===== config.mk =====
export PLATFORM = sky130hd
export DESIGN_NAME = conv1_tile_scheduler
export DESIGN_NICKNAME = d
export VERILOG_FILES = /design/src/rtl/backbone_pkg.sv /design/src/rtl/conv1_tile_scheduler_coord_gen.sv /design/src/rtl/conv1_tile_scheduler.sv
export SDC_FILE = /design/constraint.sdc
export NUM_CORES = 1
export LEC_CHECK = 0
export ABC_AREA = 1
export BUFFER_PORTS_ARGS = -buffer_cell sky130_fd_sc_hd__buf_2
export CAP_MARGIN = 20
export CORE_ASPECT_RATIO = 2
export CORE_UTILIZATION = 31
export DETAILED_ROUTE_END_ITERATION = 6
export GPL_TIMING_DRIVEN = 0
export MAX_ROUTING_LAYER = met4
export PLACE_DENSITY_LB_ADDON = 0.12
export SETUP_SLACK_MARGIN = 0.3
export SYNTH_ARGS = -nofsm -noshare
export SYNTH_HDL_FRONTEND = slang
export SYNTH_HIERARCHICAL = 1
export SYNTH_SLANG_ARGS = --single-unit

===== constraint.sdc =====
create_clock -name clk -period 4.5 [get_ports clk]
set_input_delay 0.225 -clock clk [delete_from_list [all_inputs] [get_ports clk]]
set_output_delay 0.225 -clock clk [all_outputs]
set_load 0.01 [all_outputs]

===== src/rtl/backbone_pkg.sv =====
`default_nettype none
// ============================================================================
// Module      : backbone_pkg
// Description : Shared types and constants for the conv1 backbone blocks.
//               Holds the tile-scheduler state encoding, the default conv1
//               tile geometry and a helper that derives the tile count.
// Revision    : 1.0 - initial release
// ============================================================================
package backbone_pkg;

    // Tile scheduler states.
    typedef enum logic [2:0] {
        S_IDLE  = 3'd0,
        S_ISSUE = 3'd1,
        S_WAIT  = 3'd2,
        S_DRAIN = 3'd3,
        S_DONE  = 3'd4
    } sched_state_t;

    // Default conv1 tile geometry.
    localparam int CONV1_COUT_TILE = 16;
    localparam int CONV1_ROW_TILE  = 8;

    // Number of output tiles in one conv1 job (CONV1_NTILES).
    function automatic int conv1_ntiles(input int cout, input int h_out,
                                        input int cout_tile, input int row_tile);
        return (cout / cout_tile) * (h_out / row_tile);
    endfunction

endpackage : backbone_pkg
`default_nettype wire


===== src/rtl/conv1_tile_scheduler_coord_gen.sv =====
`default_nettype none
// ============================================================================
// Module      : conv1_tile_coord_gen
// Description : Tile coordinate generator for the conv1 tile scheduler.
//               Walks output-channel groups (inner) within row bands (outer)
//               and counts drained tiles.
// Ports       : clk, rst_n     - clock, async active-low reset
//               clear          - restart at tile (0,0), tile_idx = 0
//               advance        - current tile drained: count it, step coords
//               co_base        - first output channel of the current tile
//               oh_base        - first output row of the current tile
//               tile_idx       - tiles drained in this job
//               is_last        - current tile is the final tile of the job
// Revision    : 1.0 - initial release
// ============================================================================
module conv1_tile_coord_gen
    import backbone_pkg::*;
#(
    parameter int COUT      = 64,
    parameter int H_OUT     = 56,
    parameter int COUT_TILE = CONV1_COUT_TILE,
    parameter int ROW_TILE  = CONV1_ROW_TILE
) (
    input  logic                                clk,
    input  logic                                rst_n,
    input  logic                                clear,
    input  logic                                advance,
    output logic [$clog2(COUT)-1:0]             co_base,
    output logic [$clog2(H_OUT)-1:0]            oh_base,
    output logic [$clog2(conv1_ntiles(COUT, H_OUT, COUT_TILE, ROW_TILE)+1)-1:0] tile_idx,
    output logic                                is_last
);

    localparam int NTILES = conv1_ntiles(COUT, H_OUT, COUT_TILE, ROW_TILE);
    localparam int CO_W   = $clog2(COUT);
    localparam int OH_W   = $clog2(H_OUT);
    localparam int IDX_W  = $clog2(NTILES + 1);

    localparam logic [CO_W-1:0]  c_co_step = CO_W'(COUT_TILE);
    localparam logic [CO_W-1:0]  c_co_last = CO_W'(COUT - COUT_TILE);
    localparam logic [OH_W-1:0]  c_oh_step = OH_W'(ROW_TILE);
    localparam logic [OH_W-1:0]  c_oh_last = OH_W'(H_OUT - ROW_TILE);

    logic [CO_W-1:0]  r_co;
    logic [OH_W-1:0]  r_oh;
    logic [IDX_W-1:0] r_idx;
    logic             w_co_wrap;

    // Wrap is detected by value rather than by overflow so that COUT need
    // not be a power of two.
    assign w_co_wrap = (r_co == c_co_last);
    assign is_last   = w_co_wrap && (r_oh == c_oh_last);

    always_ff @(posedge clk or negedge rst_n) begin
        if (!rst_n) begin
            r_co  <= '0;
            r_oh  <= '0;
            r_idx <= '0;
        end else if (clear) begin
            r_co  <= '0;
            r_oh  <= '0;
            r_idx <= '0;
        end else if (advance) begin
            r_idx <= r_idx + IDX_W'(1);
            // The final tile keeps its coordinates so they remain readable
            // after the job completes.
            if (!is_last) begin
                if (w_co_wrap) begin
                    r_co <= '0;
                    r_oh <= r_oh + c_oh_step;
                end else begin
                    r_co <= r_co + c_co_step;
                end
            end
        end
    end

    assign co_base  = r_co;
    assign oh_base  = r_oh;
    assign tile_idx = r_idx;

endmodule : conv1_tile_coord_gen
`default_nettype wire


===== src/rtl/conv1_tile_scheduler.sv =====
`default_nettype none
// ============================================================================
// Module      : conv1_tile_scheduler
// Description : Sequences the conv1 GEMM engine over output tiles, one tile
//               per engine run, row band outer / channel group inner. Each
//               finished tile is handed to the output drain before the next
//               tile is issued.
// Ports       : clk, rst_n          - clock, async active-low reset
//               start, abort        - job control from the AXIS wrapper FSM
//               busy, done          - job status (done is sticky)
//               tile_start          - one-cycle pulse to the engine
//               tile_co_base/oh_base- coordinates of the current tile
//               tile_done           - engine completion pulse
//               drain_valid/ready   - finished-tile handshake to the drain
//               drain_last          - final tile of the job
//               tile_idx            - tiles completed and drained this job
//               perf_busy_cyc       - cycles spent busy (CONV1_SCHED_PERF_EN)
//               perf_stall_cyc      - drain stall cycles (CONV1_SCHED_PERF_EN)
// Options     : define CONV1_SCHED_PERF_EN to add the performance counters.
// Revision    : 1.0 - initial release
// ============================================================================
module conv1_tile_scheduler
    import backbone_pkg::*;
#(
    parameter int COUT      = 64,
    parameter int H_OUT     = 56,
    parameter int COUT_TILE = CONV1_COUT_TILE,
    parameter int ROW_TILE  = CONV1_ROW_TILE
) (
    input  logic                                clk,
    input  logic                                rst_n,
    input  logic                                start,
    input  logic                                abort,
    output logic                                busy,
    output logic                                done,
    output logic                                tile_start,
    output logic [$clog2(COUT)-1:0]             tile_co_base,
    output logic [$clog2(H_OUT)-1:0]            tile_oh_base,
    input  logic                                tile_done,
    output logic                                drain_valid,
    input  logic                                drain_ready,
    output logic                                drain_last,
`ifdef CONV1_SCHED_PERF_EN
    output logic [$clog2(conv1_ntiles(COUT, H_OUT, COUT_TILE, ROW_TILE)+1)-1:0] tile_idx,
    output logic [31:0]                         perf_busy_cyc,
    output logic [31:0]                         perf_stall_cyc
`else
    output logic [$clog2(conv1_ntiles(COUT, H_OUT, COUT_TILE, ROW_TILE)+1)-1:0] tile_idx
`endif
);

    sched_state_t r_state;
    logic         r_busy;
    logic         r_done;
    logic         r_tile_start;
    logic         r_drain_valid;
    logic         r_drain_last;

    logic         w_active;
    logic         w_clear;
    logic         w_advance;
    logic         w_is_last;

    assign w_active  = (r_state == S_ISSUE) || (r_state == S_WAIT) ||
                       (r_state == S_DRAIN);
    assign w_clear   = ((r_state == S_IDLE) || (r_state == S_DONE)) && start;
    // Abort outranks the drain handshake, so an aborted tile is not counted.
    assign w_advance = (r_state == S_DRAIN) && drain_ready && !abort;

    conv1_tile_coord_gen #(
        .COUT      (COUT),
        .H_OUT     (H_OUT),
        .COUT_TILE (COUT_TILE),
        .ROW_TILE  (ROW_TILE)
    ) u_coord_gen (
        .clk      (clk),
        .rst_n    (rst_n),
        .clear    (w_clear),
        .advance  (w_advance),
        .co_base  (tile_co_base),
        .oh_base  (tile_oh_base),
        .tile_idx (tile_idx),
        .is_last  (w_is_last)
    );

    // busy and tile_start are registered decodes of the state held during
    // the previous cycle, so both rise one cycle after S_ISSUE is entered.
    // drain_valid/drain_last are set on the same edge that enters S_DRAIN,
    // which keeps the handshake aligned with the state.
    always_ff @(posedge clk or negedge rst_n) begin
        if (!rst_n) begin
            r_state       <= S_IDLE;
            r_busy        <= 1'b0;
            r_done        <= 1'b0;
            r_tile_start  <= 1'b0;
            r_drain_valid <= 1'b0;
            r_drain_last  <= 1'b0;
        end else begin
            r_tile_start <= 1'b0;
            r_busy       <= w_active;
            if (w_active && abort) begin
                r_state       <= S_IDLE;
                r_busy        <= 1'b0;
                r_drain_valid <= 1'b0;
                r_drain_last  <= 1'b0;
            end else begin
                case (r_state)
                    S_IDLE, S_DONE: begin
                        if (start) begin
                            r_done  <= 1'b0;
                            r_state <= S_ISSUE;
                        end
                    end
                    S_ISSUE: begin
                        r_tile_start <= 1'b1;
                        r_state      <= S_WAIT;
                    end
                    S_WAIT: begin
                        if (tile_done) begin
                            r_drain_valid <= 1'b1;
                            r_drain_last  <= w_is_last;
                            r_state       <= S_DRAIN;
                        end
                    end
                    S_DRAIN: begin
                        if (drain_ready) begin
                            r_drain_valid <= 1'b0;
                            r_drain_last  <= 1'b0;
                            if (r_drain_last) begin
                                r_done  <= 1'b1;
                                r_state <= S_DONE;
                            end else begin
                                r_state <= S_ISSUE;
                            end
                        end
                    end
                    default: r_state <= S_IDLE;
                endcase
            end
        end
    end

    assign busy        = r_busy;
    assign done        = r_done;
    assign tile_start  = r_tile_start;
    assign drain_valid = r_drain_valid;
    assign drain_last  = r_drain_last;

`ifdef CONV1_SCHED_PERF_EN
    logic [31:0] r_perf_busy;
    logic [31:0] r_perf_stall;

    // Counters saturate rather than wrap; outside an active job they hold.
    always_ff @(posedge clk or negedge rst_n) begin
        if (!rst_n) begin
            r_perf_busy  <= '0;
            r_perf_stall <= '0;
        end else if (w_clear) begin
            r_perf_busy  <= '0;
            r_perf_stall <= '0;
        end else begin
            if (w_active && (r_perf_busy != '1)) begin
                r_perf_busy <= r_perf_busy + 32'd1;
            end
            if ((r_state == S_DRAIN) && !drain_ready && (r_perf_stall != '1)) begin
                r_perf_stall <= r_perf_stall + 32'd1;
            end
        end
    end

    assign perf_busy_cyc  = r_perf_busy;
    assign perf_stall_cyc = r_perf_stall;
`endif

endmodule : conv1_tile_scheduler
`default_nettype wire


# Yosys cells after proc, flatten, opt, wreduce, memory -nomap -nowiden
# Cells that the tools add are included.
[word_totals]
inputBits = 6
out_inout_bits = 22
register_bits = 25
wordCells = 76
[classes]
bitwise_logic = 1
n_addsub = 3
eq_ne = 13
n_reduce_logical = 20
muxes = 30
[op_table]
columns = ["operator", "count"]
rows = [
  ["6-bit two-way mux", 8],
  ["3-bit two-way mux", 5],
  ["6-bit == test, second input constant", 2],
  ["3-bit one-hot mux with 4 select lines", 1],
  ["1-bit two-way mux", 11],
  ["5-bit two-way mux", 2],
  ["3-bit AND reduction", 3],
  ["6-bit by 4-bit adder with 6-bit output, second input constant", 1],
  ["6-bit by 5-bit adder with 6-bit output, second input constant", 1],
  ["3-bit by 2-bit == test with 1-bit output, second input constant", 2],
  ["2-bit != test, second input constant", 3],
  ["3-bit by 2-bit != test with 1-bit output, second input constant", 2],
  ["1-bit one-hot mux with 2 select lines", 3],
  ["2-bit nonzero test", 3],
  ["5-bit by 1-bit adder with 5-bit output, second input constant", 1],
  ["1-bit logical AND", 5],
  ["5-bit AND reduction", 1],
  ["3-bit by 1-bit == test with 1-bit output, second input constant", 1],
  ["3-bit == test, second input constant", 1],
  ["3-bit zero test", 1],
  ["1-bit logical OR", 3],
  ["3-bit != test, second input constant", 1],
  ["3-bit nonzero test", 1],
  ["2-bit by 1-bit != test with 1-bit output, second input constant", 1],
  ["other kinds (4)", 4],
]

# Logic depth before layout (Yosys ltp)
# Gate-level depths: netlist (run 1).
[depth]
depth_word = 6
depth_mapped = 9
ltp_nobuf = 8

# Modules after synthesis
# The synthesis (run 1) kept the hierarchy.
[modules_own_cells]
columns = ["module", "n_inst", "area_each_um2", "cells_per_inst"]
rows = [
  ["conv1_tile_coord_gen", 1, 643.1, 83],
  ["conv1_tile_scheduler", 1, 490.5, 60],
]

# Least setup slack after synthesis (run 1)
# No wires, ideal clock.
[synth_timing]
path_type = "reg-to-reg"
startpoint = "register r_state[2]"
endpoint = "register u_coord_gen.r_oh[5], in the netlist u_coord_gen/oh_base[5]"
arrival_time_ps = 1640
n_path_buf = 2
stages_incl_launch_ff = 8
path_slack_ps = 2743
cell_sequence = "dfrtp_1 -> clkbuf_4 -> nor4_1 -> or2_1 -> buf_6 -> nand3_4 -> nand2_1 -> nand2_1"
[synth_via]
elab_chain_cells = 5
word_cells_on_any_way = 12
classes_between = "eq/ne (3); mux (1); reduce/logical (8)"
[synth_rtl]
columns = ["element", "line_no", "source"]
rows = [
  ["start: declaration", "conv1_tile_scheduler.sv:52", "sched_state_t r_state;"],
  ["start signal: assignment", "conv1_tile_scheduler.sv:92", "r_state <= S_IDLE;"],
  ["start signal: assignment", "conv1_tile_scheduler.sv:102", "r_state <= S_IDLE;"],
  ["start signal: assignment", "conv1_tile_scheduler.sv:111", "r_state <= S_ISSUE;"],
  ["3-bit by 2-bit == test with 1-bit output", "conv1_tile_scheduler.sv:68", "assign w_advance = (r_state == S_DRAIN) && drain_ready && !abort;"],
  ["1-bit logical AND (2 in series)", "conv1_tile_scheduler.sv:68", ""],
  ["net w_advance", "conv1_tile_scheduler.sv:61", "logic w_advance;"],
  ["2-bit nonzero test (no source line)", "n/a", ""],
  ["3-bit AND reduction (no source line)", "n/a", ""],
  ["end signal: assignment", "conv1_tile_scheduler_coord_gen.sv:70", "r_oh <= r_oh + c_oh_step;"],
  ["end: declaration", "conv1_tile_scheduler_coord_gen.sv:45", "logic [OH_W-1:0] r_oh;"],
]
# The timed path passes the listed nets, and every way through them passes these cells.
# A chain may end at the register's enable or synchronous reset.

# Worst setup path in the final report (run 1)
# Same ends and word-level chain as after synthesis.

==> results of run 1 <==
## synthesized netlist by cell type (3+ instances only)
library cell	count	area, um^2
dfrtp_1	18	450
nor3_1	3	15.0
nand4_1	3	18.8
inv_2	6	22.5
nand2_2	3	18.8
buf_4	8	60.1
ha_1	3	37.5
nand3_1	14	70.1
o21ai_1	5	25.0
inv_1	14	52.6
nand2_1	31	116
nor2_1	13	48.8
## registers in the layout, summed over array words and instances (netlist names)
name,count
tile_start,1
done,1
busy,1
drain_valid,1
r_state,3
u_coord_gen/tile_idx,5
drain_last,1
u_coord_gen/co_base,2
u_coord_gen/oh_base,3
## routing by layer
layer  GRT usage  up-vias  wire length, um
met4      0.0661        0               51
met1       0.137      448              895
li1            -      502                -
met3      0.0187        5               71
met5           -        -                0
met2       0.259       18             1380
## through the flow
stage / setup slack, ns / std cells / hold WS, ns
6_report: 2.44 / 221 / 0.253
5_1_grt: 2.24 / 221 / 0.267
4_1_cts: 2.42 / 221 / 0.248
3_5_place_dp: 2.44 / 217 / 0.196
3_3_place_gp: 2.40 / 217 / 0.194
2_1_floorplan: 2.74 / 149 / -0.0706
## critical path: stages (launching register included)
cell and delay [ns]:
dfrtp_1 0.36, clkbuf_4 0.19, nor4_1 0.87, or2_1 0.22, buf_6 0.13, nand3_4 0.07
nand2_1 0.07, nand2_1 0.05
## final timing paths
path                            slack (ns)                endpoint  depth (start not counted)
max in group asynchronous             3.75              r_state[2]                          2
worst min-delay path                  0.25                    done                          3
worst max register to register        2.44  u_coord_gen/oh_base[5]                          7
worst min register to register        0.47                    done                          2
min in group asynchronous             0.44  u_coord_gen/oh_base[3]                          2
worst max-delay path                  2.44  u_coord_gen/oh_base[5]                          7
## layout by cell type, fill, tap and decap left out, types with 2 or more instances in the layout
cell type / count
buf_4: 8
nand4_1: 3
buf_2: 20
nor4_1: 2
nor3_2: 2
dfrtp_1: 18
nand2_1: 31
nand2_2: 3
a21oi_1: 2
nor2_1: 13
inv_1: 14
ha_1: 3
nand3_4: 2
clkbuf_8: 3
conb_1: 7
inv_2: 6
nand3_2: 2
o21ai_1: 5
nor2_2: 2
nand2_4: 2
nand3_1: 14
nor3_1: 3
## report_power, final
| group | total [mW] | switching (mW) | internal, mW |
|---|---|---|---|
| Sequential | 0.240 | 0.0384 | 0.201 |
| Combinational | 0.281 | 0.173 | 0.108 |
| Clock | 0.113 | 0.0537 | 0.0595 |
## kinds of logic (layout without fill, tap and decap cells)
group                    Yosys count  in the layout
AND/OR/NAND/NOR                   82             82
buffers and inverters             30             54
flip-flops                        18             18
AO/OA/AOI/OAI                      9              9
adder cells (fa/ha/maj)            3              3
other                              1              7
## area by class of cell
cell class                      instances  area (um^2)  area share
Multi-Input combinational cell        101          552       0.403
Sequential cell                        18          450       0.329
Timing Repair Buffer                   21          110      0.0805
Buffer                                 10         78.8      0.0576
Inverter                               20         75.1      0.0549
Tap cell                               48         60.1      0.0439
Clock buffer                            3         41.3      0.0302
## timing repair
action | 4_1_cts | 5_1_grt
hold endpoints to repair | 18 | 0
hold buffers | 1 | 0
gates resized for setup | 0 | 0
==> metrics.md, run 1 <==
| Metric | Value |
|---|---|
| Worst Path Required | 4.65 ns |
| Diode count | 0 |
| # setup viols final | 0 |
| Register bit total from synthesis | 18 |
| Hold_sp | drain_ready |
| Main synth FF type | dfrtp_1 |
| CTS sink cnt | 18 |
| Initial antenna violation count | 0 |
| Clock Skews | 0.00499 ns |
| Yosys cell types | 27 |
| Largest family of logic cells by synthesized area | simple AND/OR/NAND/NOR gates |
| Pleak | 0.777 nW |
| Cell Rows | 30 |
| Chip width | 44.8 um |
| Ys Warns | 6 |
| Area growth from synthesis to layout | 20.6% |
| Max Cap Viol | 0 |
| Worst slew margin | 0.331 |
| Final RePlAce weighted congestion | 0.809 |
| Initial core utilization | 0.328 |
| HP Class | in -> reg |
| Largest net degree at the start of global routing | 19 |
| GR Overflow Total | 0 |
| Inserted Clock Buffers | 3 |
| Root buf cell | clkbuf_8 |
| Postcts setup bufs | 0 |
| Synth Area in Simple Gates | 0.389 |
| Syn_area_per_cell | 7.93 um^2 |
| Power Dens Cells | 464 nW/um^2 |
| CTS tree | built |
| Clk buf depth | 2 |
| Hpwl dp | 1900 um |
| Slew Limit Fails | 0 |
| Seq/Total Area, Yosys | 0.397 |
| Vias in the first global route | 909 |
| Final instance area | 1370 um^2 |
| Chip Height | 87.5 um |
| EDFF count, synth | 0 |
| Asr flop ratio synth | 1.00 |
| Data arrival, critical path | 2.21 ns |
| DRC | 0 |
| Mapped Cells | 143 |
| Fin crit period | 2.06 ns |
| Final setup TNS | 0 ns |
| Nets | 184 |
| VDD IR-drop max | 0.299 mV |
| Outcome | finished, final reports clean |
| RSZ-0062 raised after global routing | false |
| Final Hold Vio Count | 0 |
| Layout cells sized above 1 | 0.312 |
| Core Util, Final | 0.396 |
| DRT Pass-1 Iters | 4 |
| Post-synthesis mux area share | 0 |
| CP startpoint | r_state[2] |
| First-pass GRT wire length | 3980 um |
| Crit share post-route | 0.458 |
| Avg WL per Cell | 10.8 um |
| Num ports | 28 |
| Xor/xnor share of the synthesized area | 0 |
| Overall Power | 634 uW |
| Critical Path End Type | register |
| Placed Instance Area | 1320 um^2 |
| Worst R2R Start | r_state[2] |
| WL final | 2400 um |
| Worst skew pair latency | 0.25 ns |
| Routed via count | 973 |
| Worst-Margin Slew | 0.995 ns |
| GR Util All Layers | 0.141 |
| CP max FO | 8 |
| Core area | 3450 um^2 |
| Crit start category | register |
| DRT iter0 DRCs | 11 |
| Netlist Area Pre-Place | 1130 um^2 |
| Compound-gate portion of the synthesized area | 0.0419 |
| Max Clk Rate | 0.486 GHz |
| Port bufs | 20 |
| Detail Route Antenna Nets | 0 |
| Filler instances | 390 |
| WS Path Type | reg -> reg |
| Adder-cell share of the synthesized area | 0.0331 |
| Vias per cell | 4.40 |
| Reg clk slew, reported paths | 0.07 ns |
| Die area | 3920 um^2 |
| H-tree levels | 1 |
No activity file was read; power rests on OpenSTA's default activity.
==> inputs of run 2 (changes only) <==
--- a/config.mk
+++ b/config.mk
@@ -5,7 +5,7 @@
 export SDC_FILE = /design/constraint.sdc
 export NUM_CORES = 1
 export LEC_CHECK = 0
-export ABC_AREA = 1
+export ABC_AREA = 0
 export BUFFER_PORTS_ARGS = -buffer_cell sky130_fd_sc_hd__buf_2
 export CAP_MARGIN = 20
 export CORE_ASPECT_RATIO = 2
==> constraint.sdc (replaced) <==
create_clock -name clk -period 1.8 [get_ports clk]
set_input_delay 0.09 -clock clk [delete_from_list [all_inputs] [get_ports clk]]
set_output_delay 0.09 -clock clk [all_outputs]
set_load 0.01 [all_outputs]
==> run 2 against run 1 <==
  * Worst hold slack got worse by 0.13 ns
  * Critical path type unchanged
  * Synthesized cell count is 33% lower
  * Non-clock buffer count up 8
  * Core utilization rose by 3.8 points
  * Fmax rose by 35%
  * Highest routed layer unchanged
==> metrics.md, run 2 <==
| Metric | Value |
|---|---|
| Outcome | finished, final reports clean (unchanged) |
| EDFF count, synth | 0 (unchanged) |
| Final setup TNS | 0 ns (unchanged) |
| Diode count | 0 (unchanged) |
| Root buf cell | clkbuf_8 (unchanged) |
| Die area | 3400 um^2 (was 3920 um^2) |
| Reg2reg end | u_coord_gen/oh_base[5] (unchanged) |
| Logic pwr share | 0.272 (was 0.443) |
| Port bufs | 20 (unchanged) |
| Fin crit period | 1.52 ns (was 2.06 ns) |
| Largest net degree at the start of global routing | 19 (unchanged) |
| Num ports | 28 (unchanged) |
| Final Hold Vio Count | 0 (unchanged) |
| Synth top cells by count | dfrtp_1, nor2_1, buf_4 (was nand2_1, dfrtp_1, inv_1, nand3_1, nor2_1) |
| Nets | 145 (was 184) |
| Crit start category | register (unchanged) |
| Detail Route Antenna Nets | 0 (unchanged) |
| Hpwl dp | 1560 um (was 1900 um) |
| Data arrival, critical path | 1.70 ns (was 2.21 ns) |
| Crit share post-route | 0.846 (was 0.458) |
| Worst skew pair latency | 0.26 ns (was 0.25 ns) |
| Clk buf depth | 2 (unchanged) |
| Max Cap Viol | 0 (unchanged) |
| Initial antenna violation count | 0 (unchanged) |
| First-pass GRT wire length | 3550 um (was 3980 um) |
| HP Class | in -> reg (unchanged) |
| Psw | 325 uW (was 265 uW) |
| # setup viols final | 0 (unchanged) |
| Chip width | 41.7 um (was 44.8 um) |
| Inserted Clock Buffers | 3 (unchanged) |
| Ys Warns | 6 (unchanged) |
| Worst R2R Start | r_state[2] (unchanged) |
| Met1 usage | 0.135 (was 0.137) |
| RSZ-0062 raised after global routing | true (was false) |
| Vias in the first global route | 810 (was 909) |
| Ranking of synthesized cells by area | dfrtp_1, buf_4, ha_1 (was dfrtp_1, nand2_1, nand3_1) |
| CP max FO | 5 (was 8) |
| Mapped Cells | 96 (was 143) |
| Power Dens Cells | 860 nW/um^2 (was 464 nW/um^2) |
| Main synth FF type | dfrtp_1 (unchanged) |
| P_int | 786 uW (was 369 uW) |
| Worst Path Required | 1.97 ns (was 4.65 ns) |
| WS Path Type | reg -> reg (unchanged) |
| Area growth from synthesis to layout | 32.0% (was 20.6%) |
| Worst hold endpoint | drain_last (was done) |
| Asr flop ratio synth | 1.00 (unchanged) |
| Switch share | 0.293 (was 0.418) |
| Critical Path End Type | register (unchanged) |
| Layout cells sized above 1 | 0.385 (was 0.312) |
| Met2 usage | 0.266 (was 0.259) |
| Flop pwr share | 0.428 (was 0.378) |
| Seq/Total Area, Yosys | 0.460 (was 0.397) |
| Hold_sp | tile_done (was drain_ready) |
| DRT iter0 DRCs | 9 (was 11) |
| Routed via count | 826 (was 973) |
| Slowest stage delay, CP | 0.39 ns (was 0.87 ns) |
| DRT Pass-1 Iters | 4 (unchanged) |
| R2R cell count | 6 (was 7) |
| Max reg flops | 5 (unchanged) |
| Max Clk Rate | 0.657 GHz (was 0.486 GHz) |
| Most frequent cells in the layout | buf_2, dfrtp_1, buf_4 (was nand2_1, buf_2, dfrtp_1) |
| Most frequent cell after synthesis | dfrtp_1 (was nand2_1) |
| Clock Skews | 0.00909 ns (was 0.00499 ns) |
| Cell Rows | 28 (was 30) |
| CTS sink cnt | 18 (unchanged) |
| Power share of the clock group | 0.301 (was 0.179) |
| Area leader, netlist | dfrtp_1 (unchanged) |
| Chip Height | 81.5 um (was 87.5 um) |
| Reg clk slew, reported paths | 0.08 ns (was 0.07 ns) |
| Vias per cell | 5.01 (was 4.40) |
| CTS tree | built (unchanged) |
| Core area | 2980 um^2 (was 3450 um^2) |
| DRC | 0 (unchanged) |
| Netlist Area Pre-Place | 978 um^2 (was 1130 um^2) |
| GR Util All Layers | 0.140 (was 0.141) |
| VDD IR-drop max | 0.599 mV (was 0.299 mV) |
| Reg2reg setup slack | 0.28 ns (was 2.44 ns) |
| Yosys cell types | 37 (was 27) |
| Initial core utilization | 0.329 (was 0.328) |
| Slew Limit Fails | 0 (unchanged) |
| Pleak | 0.660 nW (was 0.777 nW) |
| Synth top area share | 0.460 (was 0.397) |
| CP max-delay cell | dfrtp_1 (was nor4_1) |
| WL final | 2140 um (was 2400 um) |
| GR peak layer | met2 (unchanged) |
| H-tree levels | 1 (unchanged) |
| GR Overflow Total | 0 (unchanged) |
| Commonest non-fill, non-tap cell in the layout | buf_2 (was nand2_1) |
| Critical path, cell by cell | and2b_4 > and3_4 > buf_6 > nand2_2 > o21a_1 > a211oi_2 (was clkbuf_4 > nor4_1 > or2_1 > buf_6 > nand3_4 > nand2_1 > nand2_1) |
| Register bit total from synthesis | 18 (unchanged) |
| Min Hold Slack | 0.122 ns (was 0.253 ns) |
| Avg WL per Cell | 12.9 um (was 10.8 um) |
| Met3 Use GR | 0.0154 (was 0.0187) |
| Final RePlAce weighted congestion | 0.707 (was 0.809) |
| Hold depth | 3 (unchanged) |
| Syn_area_per_cell | 10.2 um^2 (was 7.93 um^2) |
-- run 2: changes by cell type after synthesis, moves of 4 or more --
cell / change
inv_1: -11
inv_2: -5
nand2_1: -28
nand3_1: -9
nor2_1: -4
o21ai_0: +4
o21ai_1: -5
-- run 2: logic make-up after synthesis --
family | after synthesis | synth area share
buf+inv | 14 | 0.0908
other cells | 1 | 0.00383
compound gates | 18 | 0.132
simple gates | 36 | 0.219
flops | 18 | 0.460
xor+xnor | 4 | 0.0358
fa+ha+maj | 3 | 0.0384
mux | 2 | 0.0205
-- run 2: worst max path at each step --
stage,start,end,slack (ns)
floorplan,r_state[2],u_coord_gen/co_base[4],0.30
global placement,r_state[1],u_coord_gen/oh_base[4],0.16
detailed placement,r_state[1],u_coord_gen/oh_base[5],0.14
CTS,r_state[2],u_coord_gen/tile_idx[3],0.31
global route,r_state[2],u_coord_gen/tile_idx[3],0.22
finish,r_state[2],u_coord_gen/oh_base[5],0.28
-- run 2: layout make-up --
class | count | area, um^2
inverter | 4 | 15.0
tap | 30 | 37.5
fill | 302 | 1690
clock buffer | 4 | 55.1
buffer | 10 | 76.3
timing repair buffer | 29 | 174
sequential | 18 | 452
multi-input combinational | 70 | 482
-- run 2: what timing repair did --
item / in CTS / in global routing
gates resized for setup: 3 / 4
hold endpoints to repair: 18 / 0
setup buffers: 4 / 4
pin swaps: 1 / 3
setup endpoints to repair: 4 / 8
hold buffers: 1 / 0
-- run 2: stage by stage --
stage / util / cells / power [mW] / cell area, um^2 / worst slack (ns)
5_1_grt: 0.434 / 165 / 1.18 / 1290 / 0.221
2_1_floorplan: - / 102 / 0.656 / 1010 / 0.296
3_3_place_gp: 0.385 / 152 / 0.739 / 1150 / 0.157
6_report: 0.434 / 165 / 1.11 / 1290 / 0.278
4_1_cts: 0.420 / 161 / 1.11 / 1250 / 0.306
3_5_place_dp: 0.385 / 152 / 0.740 / 1150 / 0.136
-- run 2: critical path, delay by kind of cell, from the launching register on --
kind | cells | cell delay, ns
AOI/OAI and AO/OA | 2 | 0.41
buffers and inverters | 1 | 0.12
DFF | 1 | 0.39
and+or+nand+nor | 3 | 0.51
-- run 2: power groups by stage --
stage,Combinational [mW],Clock [mW],Sequential (mW)
final,0.302,0.334,0.475
after global routing,0.340,0.356,0.482
after CTS,0.282,0.351,0.475
after detailed placement,0.255,0,0.485
after global placement,0.255,0,0.483
after floorplan,0.163,0,0.493
-- run 2: layer usage --
metal / part of all wire / vias to the layer above
met1: 0.36 / 403
li1: - / 406
met3: 0.020 / 2
met2: 0.61 / 15
met4: 0.011 / 0
met5: 0 / -
==> inputs of run 3 (changes only) <==
==> constraint.sdc (replaced) <==
create_clock -name clk -period 1.5 [get_ports clk]
set_input_delay 0.075 -clock clk [delete_from_list [all_inputs] [get_ports clk]]
set_output_delay 0.075 -clock clk [all_outputs]
set_load 0.01 [all_outputs]
==> run 3 against run 2 <==
  * Global-route usage grew 0.82 points
  * Final area grew 7.0%
  * Sequential share of layout area shrank 2.2 points
  * Critical path depth is the same
  * Power grew 28%
  * Worst hold slack lost 0.017 ns
  * Non-clock buffer count grew 4
  * Wire length grew 2.6%
  * Final cell count grew 2.4%
  * Die area is the same
  * Flip-flop and latch count is the same
==> metrics.md, run 3 (same netlist as run 2, synthesis figures left out) <==
| Metric | Value |
|---|---|
| Outcome | finished, final reports clean (unchanged) |
| Post-Place Worst Slack | -0.177 ns (was 0.136 ns) |
| Max reg flops | 5 (unchanged) |
| Final Hold Vio Count | 0 (unchanged) |
| Chip width | 41.7 um (unchanged) |
| Num ports | 28 (unchanged) |
| Port bufs | 20 (unchanged) |
| Core area | 2980 um^2 (unchanged) |
| Cell Rows | 28 (unchanged) |
| Initial core utilization | 0.329 (unchanged) |
| Max Clk Rate | 0.667 GHz (was 0.657 GHz) |
| Initial antenna violation count | 0 (unchanged) |
| Fin crit period | 1.50 ns (was 1.52 ns) |
| Critical Path End Type | register (unchanged) |
| CP max FO | 4 (was 5) |
| Worst Path Required | 1.69 ns (was 1.97 ns) |
| WS Path Type | reg -> reg (unchanged) |
| Most frequent cells in the layout | buf_2, dfrtp_1, buf_4 (unchanged) |
| Inserted Clock Buffers | 3 (unchanged) |
| Core Util, Final | 0.464 (was 0.434) |
| DRC | 0 (unchanged) |
| Crit path setup slack, layout | 0.00145 ns (was 0.278 ns) |
| VDD IR-drop max | 0.535 mV (was 0.599 mV) |
| H-tree levels | 1 (unchanged) |
| Worst R2R Start | r_state[2] (unchanged) |
| GR Overflow Total | 0 (unchanged) |
| Hold depth | 2 (was 3) |
| Die area | 3400 um^2 (unchanged) |
| Final instance area | 1380 um^2 (was 1290 um^2) |
| Worst hold endpoint | tile_start (was drain_last) |
| Clock Skews | 0.00327 ns (was 0.00909 ns) |
| Overall Power | 1.42 mW (was 1.11 mW) |
| Min Hold Slack | 0.105 ns (was 0.122 ns) |
| Nets | 149 (was 145) |
| Data arrival, critical path | 1.69 ns (was 1.70 ns) |
| Hpwl dp | 1580 um (was 1560 um) |
| Routed via count | 824 (was 826) |
| Final RePlAce weighted congestion | 0.723 (was 0.707) |
| Hold_sp | abort (was tile_done) |
| Largest net degree at the start of global routing | 19 (unchanged) |
| WL final | 2190 um (was 2140 um) |
| Cell count after placement | 152 (unchanged) |
| Reg2reg setup slack | 0.001 ns (was 0.28 ns) |
| Diode count | 0 (unchanged) |
| CTS tree | built (unchanged) |
| Chip Height | 81.5 um (unchanged) |
| Power Dens Cells | 1030 nW/um^2 (was 860 nW/um^2) |
| Area growth from synthesis to layout | 41.2% (was 32.0%) |
| Vias per cell | 4.88 (was 5.01) |
| Layout cells sized above 1 | 0.446 (was 0.385) |
| Placed Instance Area | 1150 um^2 (unchanged) |
| Pleak | 0.703 nW (was 0.660 nW) |
| DRT iter0 DRCs | 4 (was 9) |
| DRT Pass-1 Iters | 4 (unchanged) |
| Detail Route Antenna Nets | 0 (unchanged) |
| Avg WL per Cell | 13.0 um (was 12.9 um) |
| R2R cell count | 6 (unchanged) |
| HP Class | in -> reg (unchanged) |
| RSZ-0062 raised after global routing | true (unchanged) |
| Slew Limit Fails | 0 (unchanged) |
| Crit start category | register (unchanged) |
| Commonest non-fill, non-tap cell in the layout | buf_2 (unchanged) |
| Max Cap Viol | 0 (unchanged) |
| Worst skew pair latency | 0.25 ns (was 0.26 ns) |
| Crit share post-route | 0.999 (was 0.846) |
| Root buf cell | clkbuf_8 (unchanged) |
| Clk buf depth | 2 (unchanged) |
| First-pass GRT wire length | 3820 um (was 3550 um) |
| Reg2reg end | u_coord_gen/co_base[4] (was u_coord_gen/oh_base[5]) |
| GR Util All Layers | 0.148 (was 0.140) |
| Final setup TNS | 0 ns (unchanged) |
| CTS sink cnt | 18 (unchanged) |
| Final std cells w/o fill | 169 (was 165) |
| # setup viols final | 0 (unchanged) |
| Reg clk slew, reported paths | 0.07 ns (was 0.08 ns) |
| Vias in the first global route | 864 (was 810) |
[run 3: how the worst max path moves through the flow]
stage / from / endpoint / slack, ns
after floorplan: r_state[2] / u_coord_gen/co_base[4] / -0.004
after global placement: r_state[1] / u_coord_gen/oh_base[4] / -0.15
after detailed placement: r_state[1] / u_coord_gen/oh_base[4] / -0.18
after CTS: r_state[2] / u_coord_gen/co_base[4] / 0.01
after global routing: r_state[2] / u_coord_gen/tile_idx[4] / -0.07
final: r_state[2] / u_coord_gen/co_base[4] / 0.001
[run 3: repair_timing]
| item | 4_1_cts | 5_1_grt |
|---|---|---|
| buffers inserted | 9 | 3 |
| gates cloned | 0 | 0 |
| resized for setup | 10 | 8 |
| hold buffers | 1 | 0 |
| hold endpoints to repair | 18 | 0 |
| endpoints found under the setup margin | 11 | 14 |
| pin swaps | 4 | 4 |
[run 3: cell type report]
cell class              instances  area, um^2
inverters                       4        15.0
flip-flops and latches         18         453
clock buffers                   4        55.1
well taps                      30        37.5
fillers                       302        1600
repair buffers                 33         220
multi-input cells              70         517
plain buffers                  10        83.8
[run 3: worst max-delay path: stages, from the launching register on]
cell and delay (ns):
dfrtp_2 0.41, and2b_4 0.25, and3_4 0.18, buf_8 0.12, inv_2 0.04, or3_1 0.32, a21oi_2 0.12
[run 3: layer usage]
layer  global-route usage  wire length [um]
met4               0.0742                37
met3               0.0176                58
met5                    -                 0
met2                0.277              1270
met1                0.149               828
[run 3: power by group]
group	leakage (nW)	total [mW]	switching, mW	internal [mW]
logic	0.432	0.455	0.222	0.233
registers	0.243	0.567	0.0325	0.535
clock network	0.0288	0.396	0.163	0.233
total	0.703	1.42	0.417	1.00
